### config.mk
export PLATFORM = sky130hd
export DESIGN_NAME = muldiv_unit
export DESIGN_NICKNAME = d
export VERILOG_FILES = /design/src/rtl/muldiv_unit.sv
export SDC_FILE = /design/constraint.sdc
export NUM_CORES = 1
export LEC_CHECK = 0
export ABC_AREA = 1
export CAP_MARGIN = 20
export CORE_MARGIN = 1.5
export CORE_UTILIZATION = 45
export CTS_CLUSTER_SIZE = 20
export DETAILED_ROUTE_END_ITERATION = 6
export PLACE_DENSITY = 0.8
export REMOVE_ABC_BUFFERS = 1
export SYNTH_ARGS = -nofsm -noshare
export SYNTH_HDL_FRONTEND = slang
export SYNTH_SLANG_ARGS = --single-unit
### constraint.sdc
create_clock -name clock -period 2.26 [get_ports clock]
set_input_delay 0.452 -clock clock [delete_from_list [all_inputs] [get_ports clock]]
set_output_delay 0.452 -clock clock [all_outputs]
set_load 0.02 [all_outputs]
### src/rtl/muldiv_unit.sv
// rtl/muldiv_unit.sv - iterative 32x32 multiply / divide unit with HI/LO registers
// Divider datapath is present only when MULDIV_DIV_EN is defined.
module muldiv_unit (
  input  logic        clock,
  input  logic        resetn,
  input  logic [31:0] a,
  input  logic [31:0] b,
  input  logic [1:0]  op,
  input  logic        start,
  input  logic        hi_we,
  input  logic        lo_we,
  output logic [31:0] hi,
  output logic [31:0] lo,
  output logic        busy,
  output logic        done
);

  typedef enum logic [1:0] {IDLE, CALC, FIN} state_t;

  state_t      state;
  logic [4:0]  count;
  logic [63:0] acc;
  logic [31:0] opnd;
  logic        is_div_q;
  logic        neg_q;

  logic        signed_op;
  logic [31:0] a_mag;
  logic [31:0] b_mag;
  logic [32:0] mul_sum;

  assign signed_op = ~op[0];
  assign a_mag     = (signed_op && a[31]) ? (32'd0 - a) : a;
  assign b_mag     = (signed_op && b[31]) ? (32'd0 - b) : b;

  // acc holds {partial product, remaining multiplier}; add then shift right
  assign mul_sum = {1'b0, acc[63:32]} + (acc[0] ? {1'b0, opnd} : 33'd0);

`ifdef MULDIV_DIV_EN
  logic [31:0] a_q;
  logic        b_zero_q;
  logic        rem_neg_q;
  logic [32:0] div_shift;
  logic [32:0] div_diff;
  logic        div_ok;
  logic [63:0] div_next;

  // acc holds {partial remainder, dividend bits / quotient bits}
  assign div_shift = {acc[63:32], acc[31]};
  assign div_diff  = div_shift - {1'b0, opnd};
  assign div_ok    = (div_shift >= {1'b0, opnd});
  assign div_next  = div_ok ? {div_diff[31:0], acc[30:0], 1'b1}
                            : {div_shift[31:0], acc[30:0], 1'b0};
`endif

  always_ff @(posedge clock or negedge resetn) begin
    if (!resetn) begin
      state    <= IDLE;
      count    <= 5'd0;
      acc      <= 64'd0;
      opnd     <= 32'd0;
      is_div_q <= 1'b0;
      neg_q    <= 1'b0;
      hi       <= 32'd0;
      lo       <= 32'd0;
      busy     <= 1'b0;
      done     <= 1'b0;
`ifdef MULDIV_DIV_EN
      a_q       <= 32'd0;
      b_zero_q  <= 1'b0;
      rem_neg_q <= 1'b0;
`endif
    end else begin
      done <= 1'b0;
      case (state)
        IDLE: begin
          if (start) begin
            count    <= 5'd0;
            is_div_q <= op[1];
            neg_q    <= signed_op & (a[31] ^ b[31]);
            acc      <= {32'd0, op[1] ? a_mag : b_mag};
            opnd     <= op[1] ? b_mag : a_mag;
            busy     <= 1'b1;
`ifdef MULDIV_DIV_EN
            a_q       <= a;
            b_zero_q  <= (b == 32'd0);
            rem_neg_q <= signed_op & a[31];
            state     <= CALC;
`else
            state     <= op[1] ? FIN : CALC;
`endif
          end else begin
            if (hi_we) hi <= a;
            if (lo_we) lo <= a;
          end
        end
        CALC: begin
`ifdef MULDIV_DIV_EN
          if (is_div_q) acc <= div_next;
          else
`endif
          acc <= {mul_sum, acc[31:1]};
          count <= count + 5'd1;
          if (count == 5'd31) state <= FIN;
        end
        FIN: begin
          done  <= 1'b1;
          busy  <= 1'b0;
          state <= IDLE;
          if (!is_div_q) begin
            {hi, lo} <= neg_q ? (64'd0 - acc) : acc;
          end
`ifdef MULDIV_DIV_EN
          else if (b_zero_q) begin
            lo <= 32'hFFFF_FFFF;
            hi <= a_q;
          end else begin
            lo <= neg_q ? (32'd0 - acc[31:0]) : acc[31:0];
            hi <= rem_neg_q ? (32'd0 - acc[63:32]) : acc[63:32];
          end
`endif
        end
        default: begin
          state <= IDLE;
          busy  <= 1'b0;
        end
      endcase
    end
  end

endmodule

==> results of run 1 <==
-- how the worst max path moves through the flow --
stage          startpoint       to  slack (ps)  depth (start not counted)
3_5_place_dp         b[0]  acc[10]        -390                         11
6_report           acc[0]  acc[55]        -100                         13
5_1_grt            acc[0]  acc[55]        -130                         14
4_1_cts            acc[0]  acc[57]         -60                         14
2_1_floorplan    state[0]    lo[3]       -1530                          7
3_3_place_gp         b[0]  acc[10]        -350                         11
-- placed cells by master, fill, tap and decap left out, drive strengths merged, types with 17 or more instances in the layout --
cell,n
clkdlybuf4s50,135
a21oi,103
o211ai,21
inv,234
buf,321
ha,37
nand3,270
nand4,17
nor2,375
a21boi,22
clkbuf,18
dfrtp,171
xor2,17
a31oi,24
nand2,689
o21ai,132
-- layer usage --
metal / wire (µm) / share of wire, %
met5: 0 / 0
met4: 3930 / 6.0
met3: 7470 / 11
met2: 28300 / 43
met1: 26200 / 40
-- critical path, stage by stage (launching register included) --
cell and delay (ps):
dfrtp_2 460, buf_12 160, nand2_1 60, inv_1 80, ha_4 330, nand2_2 120, inv_1 100, nand3_2 130
o21ai_0 250, nand2_1 140, nand3_4 150, nand2_1 80, nand2_1 70, o21ai_0 100
-- cell families (layout without fill, tap and decap cells) --
| logic type | Yosys count | in the layout | synth area share (%) |
|---|---|---|---|
| buffers and inverters | 306 | 715 | 8.62 |
| adder cells (fa/ha/maj) | 38 | 38 | 3.42 |
| AO/OA/AOI/OAI | 344 | 344 | 14.0 |
| XOR/XNOR | 27 | 27 | 1.67 |
| flip-flops | 171 | 171 | 30.3 |
| AND/OR/NAND/NOR | 1392 | 1392 | 42.1 |
-- power by group --
| group | internal (mW) | total (mW) | switching [mW] | leakage, nW |
|---|---|---|---|---|
| clock | 1.57 | 3.12 | 1.55 | 0.285 |
| combinational | 6.18 | 15.7 | 9.49 | 7.14 |
| sequential | 4.46 | 5.98 | 1.52 | 2.04 |
-- sequential cells by signal (all words and copies together) (netlist names) --
signal	count
is_div_q	1
state	2
opnd	32
neg_q	1
acc	64
done	1
hi	32
busy	1
lo	32
count	5
-- through the flow --
step / hold slack, ps / util (%) / worst slack (ps) / total power [mW]
6_report: 492 / 64.7 / -104 / 24.8
5_1_grt: 528 / 64.7 / -133 / 26.1
4_1_cts: 501 / 62.0 / -56.2 / 23.2
3_5_place_dp: 441 / 58.7 / -392 / 19.5
3_3_place_gp: 443 / 58.7 / -347 / 19.2
2_1_floorplan: 156 / - / -1530 / 13.0
-- area by class of cell --
class | instances | share of cell area (%)
multi-input cells | 1801 | 48.8
well taps | 396 | 2.49
clock buffers | 18 | 2.16
inverters | 226 | 4.29
flip-flops and latches | 171 | 21.5
clock inverters | 14 | 0.774
repair buffers | 457 | 19.9
-- cell usage after synthesis (9+ instances only) --
library cell,n,area [µm²]
inv_1,217,815
xor2_1,17,149
nor2_1,348,1310
o211ai_1,21,158
xnor2_1,10,87.6
clkbuf_1,48,180
buf_2,16,80.1
nand4_1,17,106
nand3_1,264,1320
a21boi_1,15,113
nor2_4,14,158
o21ai_0,121,606
dfrtp_1,171,4280
nor2_2,12,75.1
o22ai_1,13,81.3
a21oi_1,103,515
nand2_1,675,2530
ha_1,37,463
nand2_2,12,75.1
a22oi_1,9,67.6
a31oi_1,24,150
nor3_1,12,60.1
nand3b_1,16,120
-- repair_timing --
| action | CTS | global route |
|---|---|---|
| endpoints found under the setup margin | 43 | 61 |
| setup buffers | 1 | 15 |
| pin swaps | 21 | 47 |
| hold buffers | 1 | 0 |
| hold endpoints to repair | 44 | 0 |
| resized for setup | 95 | 177 |
| cloned | 1 | 0 |
==> impl_metrics.json, run 1 <==
{
  "status": "complete, but fails checks",
  "violations": "design-rule violations, negative setup slack",
  "drv_slew": 0,
  "antenna_found_initial": 0,
  "p_leak_nw": 9.46,
  "cts_tree": "built",
  "die_area_mm2": 0.0325,
  "place_congestion": 1.03,
  "clock_skew_ps": 16.0,
  "cp_max_fo": 15,
  "port_buffers": 136,
  "dp_cells": 3033,
  "fin_crit_ps": 2360,
  "cts_root_buf": "clkbuf_16",
  "fmax_ghz": 0.423,
  "fin_setup_tns_ps": -223,
  "drive_above_1_share_pct": 22.5,
  "synth_top_flop_cell": "dfrtp_1",
  "first_pass_iters": 7,
  "multiInputGateArea_mm2": 0.00971,
  "r2r-start": "acc[0]",
  "fin_crit_sh_pct": 105,
  "ys_ff_latch": 171,
  "instances_no_fill": 3083,
  "routed_wl_mm": 65.9,
  "worst_pin_slew_ps": 589,
  "min_path_type": "in2async",
  "avgSynthCellArea_um2": 6.21,
  "via_count": 18063,
  "synth_edf_count": 0,
  "initial_core_util_pct": 46.0,
  "dpl-instance-area_mm2": 0.0181,
  "netlist_area_mm2": 0.0141,
  "critPathArrivalTime_ps": 2700,
  "htree_levels": 4,
  "rows": 64,
  "nets": 2783,
  "final_cell_area_mm2": 0.0199,
  "grtUsageMet1_pct": 53.2,
  "busiest_layer": "met2",
  "r2r_end": "acc[55]",
  "drc": 11,
  "grt_overflow": 0,
  "area_growth_syn_to_layout_pct": 40.7,
  "hpwl_mm": 51.1,
  "die_w_um": 180,
  "relSlewSlack_pct": 60.7,
  "path_clk_slew_ps": 80,
  "wire_per_inst_um": 21.4,
  "ys_types": 49,
  "start_kind": "flop",
  "insertion_delay_ps": 470,
  "yosys_warnings": 0,
  "use_met2_pct": 60.3,
  "synth-seq-area-share_pct": 30.3,
  "required_ps": 2600,
  "path_class": "reg2reg",
  "hold_viol": 0,
  "ant_nets": 0,
  "die_h_um": 180,
  "pwr_density_cell_mw_per_mm2": 1250,
  "reg2reg_setup_slack_ps": -100,
  "endpoint_kind": "flop",
  "core_mm2": 0.0307,
  "r2r_cells": 13,
  "cts_sinks": 171,
  "async_flop_share_pct": 100,
  "ff_latch_area_mm2": 0.00428,
  "finalWorstSetupSlack_ps": -104,
  "grt_pass1_wl_mm": 98.2,
  "maxCapViolCount": 0,
  "grt_pass1_vias": 16925,
  "grt_setup_unrepaired": "true",
  "antenna_cells": 0,
  "io_pins": 137,
  "numCtsBuffers": 17,
  "via_per_inst": 5.86,
  "grt_max_degree": 83,
  "max-vdd-ir-drop_uv": 1360,
  "drtIter0Drc": 2629,
  "grt.met3_usage_pct": 7.82,
  "setup_violations": 5,
  "syn_inst": 2278,
  "grtUsageTotal_pct": 39.5,
  "cts_buffer_depth": 2,
  "fillerInstances": 2802
}
(Power assumes the default switching activity.)
==> inputs of run 2 (changes only) <==
--- a/config.mk
+++ b/config.mk
@@ -16,3 +16,4 @@
 export SYNTH_ARGS = -nofsm -noshare
 export SYNTH_HDL_FRONTEND = slang
 export SYNTH_SLANG_ARGS = --single-unit
+export TNS_END_PERCENT = 100
==> results of run 2 <==
Same layout as run 1: the final DEF is identical, and so are final timing and power.
==> inputs of run 3 (changes only) <==
--- a/config.mk
+++ b/config.mk
@@ -11,7 +11,7 @@
 export CORE_UTILIZATION = 45
 export CTS_CLUSTER_SIZE = 20
 export DETAILED_ROUTE_END_ITERATION = 6
-export PLACE_DENSITY = 0.8
+export PLACE_DENSITY = 0.77
 export REMOVE_ABC_BUFFERS = 1
 export SYNTH_ARGS = -nofsm -noshare
 export SYNTH_HDL_FRONTEND = slang
==> constraint.sdc (replaced) <==
create_clock -name clock -period 2.7 [get_ports clock]
set_input_delay 0.54 -clock clock [delete_from_list [all_inputs] [get_ports clock]]
set_output_delay 0.54 -clock clock [all_outputs]
set_load 0.02 [all_outputs]
==> impl_metrics.json, run 3 (same netlist as run 1, synthesis figures left out) <==
{
  "cp_max_fo": 30,
  "io_pins": 137,
  "grt_pass1_wl_mm": 94.2,
  "drc": 9,
  "status": "complete, but fails checks",
  "via_per_inst": 5.91,
  "slowest_stage": "dfrtp_1",
  "final_cell_area_mm2": 0.0170,
  "insertion_delay_ps": 470,
  "drtIter0Drc": 2096,
  "cts_setup_buffers": 0,
  "path_class": "reg2reg",
  "cts_tree": "built",
  "dp_cells": 2814,
  "antenna_found_initial": 0,
  "clock_skew_ps": 12.7,
  "slowest_delay_ps": 420,
  "nets": 2546,
  "die_area_mm2": 0.0325,
  "path_clk_slew_ps": 70,
  "violations": "design-rule violations",
  "hpwl_mm": 48.6,
  "relSlewSlack_pct": 43.7,
  "grt_pass1_vias": 15741,
  "top_register": "acc",
  "layout_commonest_cell": "nand2_1",
  "initial_core_util_pct": 46.0,
  "grt_overflow": 0,
  "pwr_density_cell_mw_per_mm2": 1090,
  "grt_max_degree": 87,
  "p_int_mw": 8.99,
  "critPathArrivalTime_ps": 2980,
  "wire_per_inst_um": 22.0,
  "pwr-share-seq_pct": 27.4,
  "core_mm2": 0.0307,
  "worstPathCellList": "buf_12 -> nand2_1 -> inv_1 -> ha_1 -> a21oi_1 -> o21ai_0 -> a21oi_1 -> nand3_1 -> nand2_1 -> nand2_1 -> o21ai_0",
  "cp_common_cell": "nand2_1",
  "die_h_um": 180,
  "clock_power_share_pct": 14.8,
  "drv_slew": 0,
  "dpl-instance-area_mm2": 0.0164,
  "rows": 64,
  "fillerInstances": 3143,
  "min_path_type": "in2async",
  "ant_nets": 0,
  "place_congestion": 1.02,
  "required_ps": 3090,
  "p_leak_nw": 8.13,
  "antenna_cells": 0,
  "via_count": 16807,
  "grtUsageTotal_pct": 38.5,
  "layout_common_cells": "674 x nand2_1, 346 x nor2_1, 264 x nand3_1, 217 x inv_1, 170 x dfrtp_1",
  "first_pass_iters": 7,
  "fmax_ghz": 0.386,
  "cts_sinks": 171,
  "routed_wl_mm": 62.6,
  "combPwrFrac_pct": 57.8,
  "instances_no_fill": 2845,
  "grt_setup_unrepaired": "false",
  "area_growth_syn_to_layout_pct": 20.4,
  "numCtsBuffers": 17,
  "maxCapViolCount": 0,
  "ctsHoldBuffers": 0,
  "drive_above_1_share_pct": 7.59,
  "hold_viol": 0,
  "start_kind": "flop",
  "largest_reg_flops": 64,
  "cts_buffer_depth": 2,
  "cts_resized": 0,
  "worst_pin_slew_ps": 844,
  "fin_crit_sh_pct": 95.9,
  "htree_levels": 4,
  "setup_violations": 0,
  "endpoint_kind": "flop",
  "p_sw_mw": 9.52,
  "cts_root_buf": "clkbuf_16",
  "switching_share_pct": 51.4,
  "fin_crit_ps": 2590,
  "die_w_um": 180,
  "max-vdd-ir-drop_uv": 1080,
  "port_buffers": 136
}
run 3: cell types whose count changed in the layout (fill, tap and decap cells not counted), moves of 26 or more:
cell,before,now
a21oi_2,27,1
ha_1,10,37
buf_4,297,73
nand2_1,622,674
o21ai_0,93,121
nand2_2,46,13
ha_4,26,0
a21oi_1,70,102
run 3: power by group through the flow:
stage,combinational [mW],clock (mW),sequential [mW]
CTS,10.5,2.74,5.02
finish,10.7,2.74,5.07
global route,11.6,2.84,5.17
floorplan,5.61,0,5.25
global placement,10.2,0,5.03
detailed placement,10.4,0,5.04
run 3: final timing paths:
check,start,endpoint,slack (ps),cells past startpoint
setup reg to reg,acc[0],acc[55],110,11
setup / recovery,acc[0],acc[55],110,11
hold reg to reg,lo[22],lo[22],500,2
hold / removal,resetn,acc[59],80,1
max in group asynchronous,resetn,hi[18],1870,2
min in group clock,lo[22],lo[22],500,2
run 3: layout make-up:
| class | count | area, µm² | area share (%) |
|---|---|---|---|
| multi-input combinational | 1801 | 8660 | 50.8 |
| inverter | 226 | 850 | 4.99 |
| clock inverter | 11 | 156 | 0.919 |
| clock buffer | 20 | 457 | 2.68 |
| sequential | 171 | 4280 | 25.1 |
| tap | 396 | 495 | 2.91 |
| timing repair buffer | 220 | 2130 | 12.5 |
run 3: critical path: cells and delay by family (launching register included):
kind                       cells  cell delay [ps]
and+or+nand+nor                4              570
buffers and inverters          2              240
DFF                            1              420
AOI/OAI and AO/OA              4              910
adders and majority gates      1              350
run 3: routing by layer:
| metal | up-vias | share of wire (%) | GRT usage (%) |
|---|---|---|---|
| met5 | - | 0 | 0 |
| met4 | 0 | 6.1 | 21.5 |
| met3 | 196 | 11 | 6.71 |
| met2 | 1107 | 41 | 56.9 |
| met1 | 7781 | 42 | 53.2 |
| li1 | 7723 | - | - |
run 3: per-stage QoR:
stage / setup slack, ps / power, mW / setup TNS, ps / util (%) / hold slack, ps
after detailed placement: 40.8 / 15.4 / 0 / 53.3 / 477
after global routing: 28.4 / 19.6 / 0 / 55.4 / 107
after global placement: 77.3 / 15.2 / 0 / 53.3 / 464
after floorplan: -1090 / 10.9 / -61250 / - / 244
after CTS: 198 / 18.2 / 0 / 55.3 / 108
final: 110 / 18.5 / 0 / 55.4 / 78.4
